--- src/rtl/pc_sequencer.sv ---
// Program-counter sequencer: registered fetch PC with trap/redirect/call/return/stall
// next-PC selection and a circular return-address stack (overwrites oldest when full).
module pc_sequencer #(
    parameter int               WIDTH        = 32,
    parameter int               INC          = 4,
    parameter logic [WIDTH-1:0] RESET_VECTOR = '0,
    parameter logic [WIDTH-1:0] TRAP_VECTOR  = 'h80,
    parameter int               RAS_DEPTH    = 4
) (
    input  logic                         CLK,
    input  logic                         RST_N,
    input  logic                         STALL,
    input  logic                         TRAP,
    input  logic                         REDIRECT,
    input  logic [WIDTH-1:0]             TARGET,
    input  logic                         CALL,
    input  logic                         RET,
    output logic [WIDTH-1:0]             PC_out,
    output logic [WIDTH-1:0]             PC_plus,
    output logic [$clog2(RAS_DEPTH):0]   RAS_COUNT,
    output logic                         RAS_UNDERFLOW
);

    localparam int PW = $clog2(RAS_DEPTH);
    localparam int CW = PW + 1;

    logic [WIDTH-1:0] pc_q, pc_d;
    logic [PW-1:0]    ptr_q, ptr_d;
    logic [CW-1:0]    count_q, count_d;
    logic             uflow_q, uflow_d;
    logic [WIDTH-1:0] ras_q [RAS_DEPTH];
    logic             push, pop;
    logic [WIDTH-1:0] ras_top;

    assign PC_plus       = pc_q + WIDTH'(INC);
    assign PC_out        = pc_q;
    assign RAS_COUNT     = count_q;
    assign RAS_UNDERFLOW = uflow_q;
    // Most recent push sits just below the write pointer.
    assign ras_top       = ras_q[ptr_q - PW'(1)];

    always_comb begin
        pc_d    = pc_q;
        ptr_d   = ptr_q;
        count_d = count_q;
        uflow_d = 1'b0;
        push    = 1'b0;
        pop     = 1'b0;

        if (TRAP) begin
            pc_d = TRAP_VECTOR;
        end else if (REDIRECT) begin
            pc_d = TARGET;
            push = CALL;
        end else if (RET && (count_q != '0)) begin
            pc_d = ras_top;
            pop  = 1'b1;
        end else begin
            uflow_d = RET;
            if (!STALL) begin
                pc_d = PC_plus;
            end
        end

        if (push) begin
            ptr_d = ptr_q + PW'(1);
            if (count_q != CW'(RAS_DEPTH)) begin
                count_d = count_q + CW'(1);
            end
        end else if (pop) begin
            ptr_d   = ptr_q - PW'(1);
            count_d = count_q - CW'(1);
        end
    end

    always_ff @(posedge CLK) begin
        if (!RST_N) begin
            pc_q    <= RESET_VECTOR;
            ptr_q   <= '0;
            count_q <= '0;
            uflow_q <= 1'b0;
        end else begin
            pc_q    <= pc_d;
            ptr_q   <= ptr_d;
            count_q <= count_d;
            uflow_q <= uflow_d;
        end
    end

    // Stack storage carries no reset; contents are only meaningful below RAS_COUNT.
    always_ff @(posedge CLK) begin
        if (RST_N && push) begin
            ras_q[ptr_q] <= PC_plus;
        end
    end

endmodule
--- config.mk ---
export PLATFORM = sky130hd
export DESIGN_NAME = pc_sequencer
export DESIGN_NICKNAME = d
export VERILOG_FILES = /design/src/rtl/pc_sequencer.sv
export SDC_FILE = /design/constraint.sdc
export NUM_CORES = 1
export LEC_CHECK = 0
export CAP_MARGIN = 20
export CORE_ASPECT_RATIO = 0.8
export CORE_MARGIN = 2
export CORE_UTILIZATION = 49
export DETAILED_ROUTE_END_ITERATION = 8
export PLACE_DENSITY = 0.75
export SLEW_MARGIN = 0
export SYNTH_ARGS = -nofsm -noshare
export SYNTH_HDL_FRONTEND = slang
export SYNTH_SLANG_ARGS = --single-unit
--- constraint.sdc ---
create_clock -name CLK -period 3.2 [get_ports CLK]
set_input_delay 0.48 -clock CLK [delete_from_list [all_inputs] [get_ports CLK]]
set_output_delay 0.48 -clock CLK [all_outputs]
set_load 0.1 [all_outputs]
[Yosys cells after proc, flatten, opt, wreduce, memory -nomap -nowiden]
Memory sizes are Yosys's and may differ from the RTL's.
Cells that the tools add are included.
W data, S select, Z words.
Storage, ports and cells
  register bits: 38
  latch bits: 0
  memory bits (writable): 128
  ROM bits: 0
  input bits: 39
  output and inout bits: 68
  logic and storage cells: 39
  memories kept: 1
Memory list
  ras_q: words 4, width 32, read ports 1, clocked after memory_dff 0, write ports 1, line 31  | logic [WIDTH-1:0] ras_q [RAS_DEPTH];
Operators by class
  $add $sub $neg: 5
  $mul: 0
  divide/modulo/power cells: 0
  order comparisons: 0
  equality and inequality tests: 4
  shifts and indexed selects: 0
  multiplexer cells: 16
  bitwise logic cells: 1
  reductions and logical operators: 7
Operators by type and width (number)
  $mux W32: 3
  $add A32 B3 Y32 const B: 1
  $mux W3: 3
  $mux W8: 1
  $mux W1: 7
  $mux W2: 2
  $ne A4 B1 Y1 const B: 1
  $reduce_or A4 Y1: 1
  $add A3 B1 Y3 const B: 1
  $ne A3 B1 Y1 const B: 1
  $ne A3 B3 Y1 const B: 1
  $reduce_bool A3 Y1: 1
  $sub A3 B1 Y3 const B: 1
  $add A2 B1 Y2 const B: 1
  $logic_and A1 B1 Y1: 2
  $ne A2 B1 Y1 const B: 1
  $reduce_and A2 Y1: 1
  $reduce_bool A2 Y1: 1
  $reduce_or A2 Y1: 1
  $sub A2 B1 Y2 const B: 1
  $not A1 Y1: 1

[Logic depth before layout (Yosys ltp)]
Gate-level depths: netlist of run 1.
  depth after elaboration: 7
  gate-level depth with buffers: 11
  gate-level depth less buffers: 6

[Least setup slack after synthesis of run 1]
OpenSTA, ideal clock, no wires.
  path type: reg2reg
  from: register pc_q[10] (netlist: PC_out[10])
  to: memory ras_q[0][31], data pin
  setup time: 528 ps
  arrival time: 4281 ps
  required time: 2672 ps
  slack: -1609 ps
  stages on the path, launching flop included: 8
  path buffers: 2
  period minus slack after synthesis: 4809 ps
  cell sequence: dfxtp_1 -> buf_2 -> nand4_4 -> or4_4 -> buf_6 -> nor4_2 -> nand3_1 -> xnor2_1
Between the ends
  cells in the longest elaborated chain, start to end: 1
Ends and longest elaborated chain
  start: declaration: line 27  | logic [WIDTH-1:0] pc_q, pc_d;
  start signal: assignment: line 83  | pc_q <= pc_d;
  $add A32 B3 Y32: line 35  | assign PC_plus = pc_q + WIDTH'(INC);
  via PC_plus[31]: line 19  | output logic [WIDTH-1:0] PC_plus,
  end: declaration: line 31
The timed path passes the listed nets, and every way through them passes these cells.

[Final worst setup path of run 1]
  from: register pc_q[23] (netlist: PC_out[23])
  to: output port PC_plus[30]
Between the ends
  cells in the longest elaborated chain, start to end: 1
Ends and longest elaborated chain (line)
  $add A32 B3 Y32: 35
  end: declaration: 19
No other way between the ends.

==> PnR_summary.wiki, run 1 <==
{| class="wikitable"
! Metric !! Value
|-
| Result of the run || finished clean
|-
| Final setup slack of the worst path || 49.2 ps
|-
| Wire length of the first global-routing pass || 31.7 mm
|-
| Top cells by area in the synthesized netlist || sky130_fd_sc_hd__edfxtp_1, sky130_fd_sc_hd__dfxtp_1, sky130_fd_sc_hd__mux4_2, sky130_fd_sc_hd__xnor2_1, sky130_fd_sc_hd__o21ai_0
|-
| Min cycle time layout || 3150 ps
|-
| Clock network power share || 39.4%
|-
| Final-report hold violation count || 0
|-
| Quantity of I/O buffers inserted on ports || 106
|-
| Share of the synthesized area in the top cell type || 51.3%
|-
| Final TNS setup || 0 ps
|-
| Via total after detailed routing || 5,433
|-
| Static Leak || 3.49 nW
|-
| Sequential group share of total power || 43.6%
|-
| Worst IR Drop VDD || 386 µV
|-
| Count of antenna diodes in the layout || 0
|-
| Combinational share of power || 17.0%
|-
| Number of global-route vias before repair || 5,450
|-
| Maximum fanout encountered on the critical timing path || 6
|-
| Synth Net Count || 585
|-
| All-layer global routing usage || 26.6%
|-
| Remaining DRCs || 0
|-
| Non-filler instance count after layout || 864
|-
| Post-place setup slack || 425 ps
|-
| Die area || 16,300 µm²
|-
| Source-to-sink clock delay at the later pin of the worst-skew pair || 430 ps
|-
| Transition time at the pin with the least slew margin || 960 ps
|-
| Number of placed instances, taps included || 827
|-
| H-tree depth || 4
|-
| Power per unit of standard cell area || 556 nW/µm²
|-
| Count of hold buffers inserted by post-cts repair || 0
|-
| Synth Warn # || 0
|-
| Unrepaired setup endpoints after global routing || false
|-
| Die boundary width || 142 µm
|-
| Final standard cell utilization of the core || 66.6%
|-
| Cell count after synthesis || 540
|-
| Avg WL per Cell || 24.0 µm
|-
| Register bit total from synthesis || 166
|-
| Area of the multi-input gates || 3020 µm²
|-
| Routed WL || 20.7 mm
|-
| Floorplan Core Area || 15,000 µm²
|-
| Mapped Avg Cell Area || 13.9 µm²
|-
| Detailed placer's ending HPWL || 14.3 mm
|-
| Worst-case clock skew || 7.81 ps
|-
| Critical path start-end classification || flop to output port
|-
| Worst path required time || 2720 ps
|-
| Maximum clock frequency || 317 MHz
|-
| Kind of start point of the critical path || flop
|-
| Detailed Routing Iterations Pass 1 || 5
|-
| Num CTS Buffers || 17
|-
| Reported max-cap violation count || 0
|-
| List of most frequent post-synthesis cells || sky130_fd_sc_hd__edfxtp_1, sky130_fd_sc_hd__dfxtp_1, sky130_fd_sc_hd__mux4_2
|-
| Synth-to-layout area growth || 33.0%
|-
| Count of cell types in the netlist || 56
|-
| Worst slew slack as a fraction of its limit || 35.8%
|-
| # nets final || 707
|-
| Worst Hold Class || flop to flop
|-
| Part of the Yosys area used for sequential elements || 61.4%
|-
| Pint || 0.00402 W
|-
| Initial antenna violation count || 0
|-
| Effective utilization at floorplan || 50.1%
|-
| Max clock buf depth || 2
|-
| Clock sink total || 166
|-
| Pin count of the biggest net entering global routing || 35
|-
| Number of DRC markers after the initial detailed-route iteration || 615
|-
| # rows || 40
|-
| Data arrival time at the worst-slack endpoint || 2670 ps
|-
| Most frequently used cell type in the post-synthesis netlist || sky130_fd_sc_hd__edfxtp_1
|-
| Capturing element type of the critical path || output port
|-
| Vias per Instance || 6.29
|-
| Remaining antenna violation count || 0
|-
| CTS Root Buffer Type || sky130_fd_sc_hd__clkbuf_16
|-
| Worst-path clk slew || 60 ps
|-
| Register area || 4660 µm²
|-
| Post-synthesis instance area || 7500 µm²
|-
| Fill cell total of the finished layout || 1,048
|-
| Dominant cell type by area after synthesis || sky130_fd_sc_hd__edfxtp_1
|-
| Flip-flop cell with the highest count after synthesis || sky130_fd_sc_hd__edfxtp_1
|-
| Y dimension of the die || 115 µm
|-
| Final worst path period share || 98.5%
|-
| Number of slew-limit violations in the final report || 0
|-
| Final weighted congestion of routability-driven global placement || 0.949
|-
| Post-synth EDFFs || 128
|-
| CTS tree || built
|-
| GR Overflow Total || 0
|-
| Fraction of synthesis flops using an asynchronous set or reset pin || 0%
|-
| P_sw || 0.00152 W
|-
| Layout cell share with drive strength beyond 1 || 33.5%
|-
| Sw Share || 27.4%
|-
| I/O pin total || 107
|-
| Final setup vio count || 0
|}
## power by group through the flow
stage               combinational, W  sequential [W]  clock, W
CTS                         0.000939         0.00241   0.00220
global route                0.000985         0.00242   0.00229
detailed placement          0.000934         0.00246         0
finish                      0.000939         0.00242   0.00219
floorplan                   0.000496         0.00261         0
global placement            0.000922         0.00246         0
## cells in the final DEF (no fill, tap or decap), types with 9 or more instances in the layout
cell / Yosys / routed
sky130_fd_sc_hd__a22oi_1: 17 / 17
sky130_fd_sc_hd__clkbuf_16: 0 / 17
sky130_fd_sc_hd__xnor2_2: 0 / 14
sky130_fd_sc_hd__nand4_1: 12 / 12
sky130_fd_sc_hd__mux4_2: 32 / 32
sky130_fd_sc_hd__dfxtp_1: 38 / 15
sky130_fd_sc_hd__dfxtp_2: 0 / 14
sky130_fd_sc_hd__buf_4: 2 / 79
sky130_fd_sc_hd__nand3_1: 14 / 13
sky130_fd_sc_hd__clkdlybuf4s50_1: 0 / 39
sky130_fd_sc_hd__o21ai_0: 28 / 28
sky130_fd_sc_hd__buf_12: 0 / 20
sky130_fd_sc_hd__inv_1: 12 / 12
sky130_fd_sc_hd__nor4_1: 13 / 11
sky130_fd_sc_hd__edfxtp_1: 128 / 128
sky130_fd_sc_hd__nor2_1: 14 / 12
sky130_fd_sc_hd__nand2_1: 22 / 22
sky130_fd_sc_hd__dfxtp_4: 0 / 9
sky130_fd_sc_hd__a21oi_1: 24 / 24
sky130_fd_sc_hd__nor3_1: 18 / 16
## worst paths after layout
path | slack (ps) | cells past startpoint | startpoint | endpoint
setup / recovery | 50 | 5 | PC_out[23] | PC_plus[30]
hold / removal | 550 | 2 | flop | flop
setup reg to reg | 820 | 5 | PC_out[23] | ras_q[3][30]
hold reg to reg | 550 | 2 | flop | flop
## routing by layer
layer / part of all wire, % / up-vias / track usage (%)
li1: - / 2385 / -
met1: 42 / 2736 / 36.9
met2: 47 / 275 / 41.6
met3: 8.4 / 37 / 6.36
met4: 1.9 / 0 / 8.93
met5: 0 / - / 0
## kinds of logic (layout without fill, tap and decap cells)
kind of cell | count (synthesis) | after routing | synth area share, %
compound gates | 116 | 116 | 10.4
xor+xnor | 33 | 33 | 3.86
fa+ha+maj | 6 | 6 | 1.10
buf+inv | 47 | 182 | 2.75
flops | 166 | 166 | 61.4
mux | 33 | 33 | 9.75
simple gates | 139 | 139 | 10.7
## repair_timing
action | in CTS | in global routing
setup endpoints to repair | 2 | 6
resized for setup | 0 | 4
pin swaps | 2 | 4
setup buffers | 3 | 2
## layout make-up
type,instances,share of cell area [%]
clock buffers,21,4.62
well taps,189,2.37
flip-flops and latches,166,46.7
clock inverters,11,1.72
repair buffers,138,13.9
inverters,12,0.452
multi-input cells,327,30.3
## flip-flops by register name (all words and copies together), names as in the netlist, named ones only
name	flops
ras_q	128
PC_out	30
RAS_COUNT	3
ptr_q	2
RAS_UNDERFLOW	1
## through the flow
step,total power [W],cell area [µm²],hold WS [ps]
after floorplan,0.00311,7880,602
after global placement,0.00338,9290,518
after detailed placement,0.00339,9290,540
after CTS,0.00556,9940,558
after global routing,0.00570,9970,593
final,0.00554,9970,551
## worst max-delay path: stages, from the launching register on
cell and delay (ps):
sky130_fd_sc_hd__dfxtp_2 440, sky130_fd_sc_hd__nand2_1 150, sky130_fd_sc_hd__or4_4 600, sky130_fd_sc_hd__or4_4 610
sky130_fd_sc_hd__xnor2_4 230, sky130_fd_sc_hd__buf_12 200
No activity file was read; power rests on OpenSTA's default activity.
==> run 2, diff against run 1 <==
CELL_PAD_IN_SITES_DETAIL_PLACEMENT = 1   (was not set)
CELL_PAD_IN_SITES_GLOBAL_PLACEMENT = 1   (was not set)
CORE_UTILIZATION = 40   (was 49)
HOLD_SLACK_MARGIN = 0.05   (was not set)
PLACE_DENSITY = 0.74   (was 0.75)
==> run 2 against run 1 <==
  * Setup slack improved by 40 ps
  * Sequential cell count did not move
  * Largest cell class unchanged
  * Critical path depth did not move
  * Sequential power barely moved
  * Final area barely moved
  * Routed wire length rose by 14%
  * Register-to-register slack barely moved
==> PnR_summary.wiki, run 2 (synthesis gave the netlist of run 1 again) <==
{| class="wikitable"
! Metric !! Value
|-
| Critical path start-end classification || flop to output port
|-
| Kind of start point of the critical path || flop
|-
| Worst-case clock skew || 7.83 ps
|-
| Number of global-route vias before repair || 5,873
|-
| Final standard cell utilization of the core || 54.5%
|-
| Worst Hold Class || flop to flop
|-
| Final weighted congestion of routability-driven global placement || 0.911
|-
| Data arrival time at the worst-slack endpoint || 2630 ps
|-
| Transition time at the pin with the least slew margin || 966 ps
|-
| Reported max-cap violation count || 0
|-
| # nets final || 707
|-
| Capturing element type of the critical path || output port
|-
| Fill cell total of the finished layout || 1,781
|-
| CTS tree || built
|-
| Die boundary width || 157 µm
|-
| Avg WL per Cell || 25.5 µm
|-
| Maximum fanout encountered on the critical timing path || 9
|-
| Remaining DRCs || 0
|-
| Max clock buf depth || 2
|-
| Overall power of the completed layout || 0.00532 W
|-
| Cell at the slowest stage of the critical path || sky130_fd_sc_hd__or4_4
|-
| Result of the run || finished clean
|-
| Final-report hold violation count || 0
|-
| Crit-path most repeated cell || sky130_fd_sc_hd__or4_4
|-
| Worst path required time || 2720 ps
|-
| Initial antenna violation count || 0
|-
| Top library cells by usage in the layout, fill and taps aside || sky130_fd_sc_hd__edfxtp_1, sky130_fd_sc_hd__buf_4, sky130_fd_sc_hd__clkdlybuf4s50_1
|-
| Routed WL || 23.6 mm
|-
| Quantity of I/O buffers inserted on ports || 106
|-
| Synth-to-layout area growth || 33.0%
|-
| Clock network power share || 36.6%
|-
| Worst slew slack as a fraction of its limit || 35.4%
|-
| Number of placed instances, taps included || 891
|-
| Via total after detailed routing || 5,475
|-
| Die area || 19,900 µm²
|-
| Kind of cell with the highest combined delay on the critical path || simple AND/OR/NAND/NOR gates
|-
| Worst IR Drop VDD || 348 µV
|-
| Power per unit of standard cell area || 534 nW/µm²
|-
| GR Overflow Total || 0
|-
| Clock sink total || 166
|-
| Y dimension of the die || 126 µm
|-
| Worst-path clk slew || 70 ps
|-
| Final worst path period share || 97.2%
|-
| Count of antenna diodes in the layout || 0
|-
| All-layer global routing usage || 24.9%
|-
| Maximum clock frequency || 321 MHz
|-
| Sequential group share of total power || 45.3%
|-
| Static Leak || 3.46 nW
|-
| Combinational share of power || 18.0%
|-
| Combined buffer and inverter count along the critical path || 1
|-
| Layout cell share with drive strength beyond 1 || 33.6%
|-
| Final instance area || 9970 µm²
|-
| Detailed Routing Iterations Pass 1 || 5
|-
| Number of slew-limit violations in the final report || 0
|-
| Floorplan Core Area || 18,300 µm²
|-
| Effective utilization at floorplan || 41.0%
|-
| H-tree depth || 4
|-
| Final TNS setup || 0 ps
|-
| Min cycle time layout || 3110 ps
|-
| Remaining antenna violation count || 0
|-
| Sw Share || 29.6%
|-
| Wire length of the first global-routing pass || 36.1 mm
|-
| # rows || 44
|-
| Detailed placer's ending HPWL || 16.2 mm
|-
| Total cell area at the placement stage || 9360 µm²
|-
| Number of DRC markers after the initial detailed-route iteration || 484
|-
| Non-filler instance count after layout || 928
|-
| CTS Root Buffer Type || sky130_fd_sc_hd__clkbuf_16
|-
| Vias per Instance || 5.90
|-
| Num CTS Buffers || 17
|-
| Flip-flop count of the largest register, all copies and words added || 128
|-
| I/O pin total || 107
|-
| Final setup vio count || 0
|-
| Pin count of the biggest net entering global routing || 26
|-
| P_sw || 0.00158 W
|-
| Pint || 0.00375 W
|-
| Critical-path cell list || nand4_4 -> or4_4 -> or4_4 -> xnor2_4 -> buf_12
|-
| Most frequent standard cell in the layout excluding fill and tap cells || sky130_fd_sc_hd__edfxtp_1
|-
| Source-to-sink clock delay at the later pin of the worst-skew pair || 440 ps
|-
| Crit path largest cell delay || 610 ps
|-
| Largest Register || ras_q
|}
[run 2: cell types whose count changed in the layout (fill, tap and decap cells not counted), sizes merged]
cell,before,now
clkdlybuf4s50,39,38
clkbuf,21,18
bufinv,4,1
buf,99,100
clkinv,3,7
inv,14,16
[run 2: area by class of cell]
| class | count | area [µm²] | area share (%) |
|---|---|---|---|
| sequential | 166 | 4660 | 46.7 |
| multi-input combinational | 327 | 3020 | 30.3 |
| timing repair buffer | 138 | 1380 | 13.8 |
| clock buffer | 18 | 429 | 4.31 |
| tap | 253 | 317 | 3.18 |
| clock inverter | 14 | 124 | 1.24 |
| inverter | 12 | 45.0 | 0.452 |
[run 2: per-layer routing]
metal  GRT usage, %  up-vias  share of wire, %
met4           7.86        0               1.6
met3           5.47       27               6.3
met2           39.7      205                48
li1               -     2395                 -
met5              0        -                 0
met1           34.3     2848                44
[run 2: power groups by stage]
stage | clock network (W) | logic [W] | registers [W]
after global routing | 0.00207 | 0.00100 | 0.00242
after floorplan | 0 | 0.000496 | 0.00261
after CTS | 0.00200 | 0.000960 | 0.00241
final | 0.00195 | 0.000960 | 0.00241
after detailed placement | 0 | 0.000952 | 0.00246
after global placement | 0 | 0.000933 | 0.00245
[run 2: repair_timing]
action / CTS / global route
hold buffers: 0 / 0
setup endpoints to repair: 2 / 5
gates cloned: 0 / 0
buffers inserted: 3 / 2
pin swaps: 2 / 5
resized for setup: 0 / 4
[run 2: final timing paths]
kind | start | end | slack (ps) | cells after the start
worst max-delay path | PC_out[10] | PC_plus[30] | 90 | 5
worst min-delay path | flop | flop | 540 | 2
worst max register to register | PC_out[4] | PC_out[28] | 830 | 5
worst min register to register | flop | flop | 540 | 2
[run 2: through the flow]
stage          setup WS (ps)  hold slack, ps
6_report                89.4             542
5_1_grt               -0.777             580
4_1_cts                 7.50             546
3_5_place_dp             411             534
3_3_place_gp             474             515
2_1_floorplan          -69.9             602
[run 2: tightest hold or removal path: stages, from the launching register on]
cell	delay (ps)
sky130_fd_sc_hd__dfxtp_1	360
sky130_fd_sc_hd__nand2_1	80
sky130_fd_sc_hd__a21oi_1	60
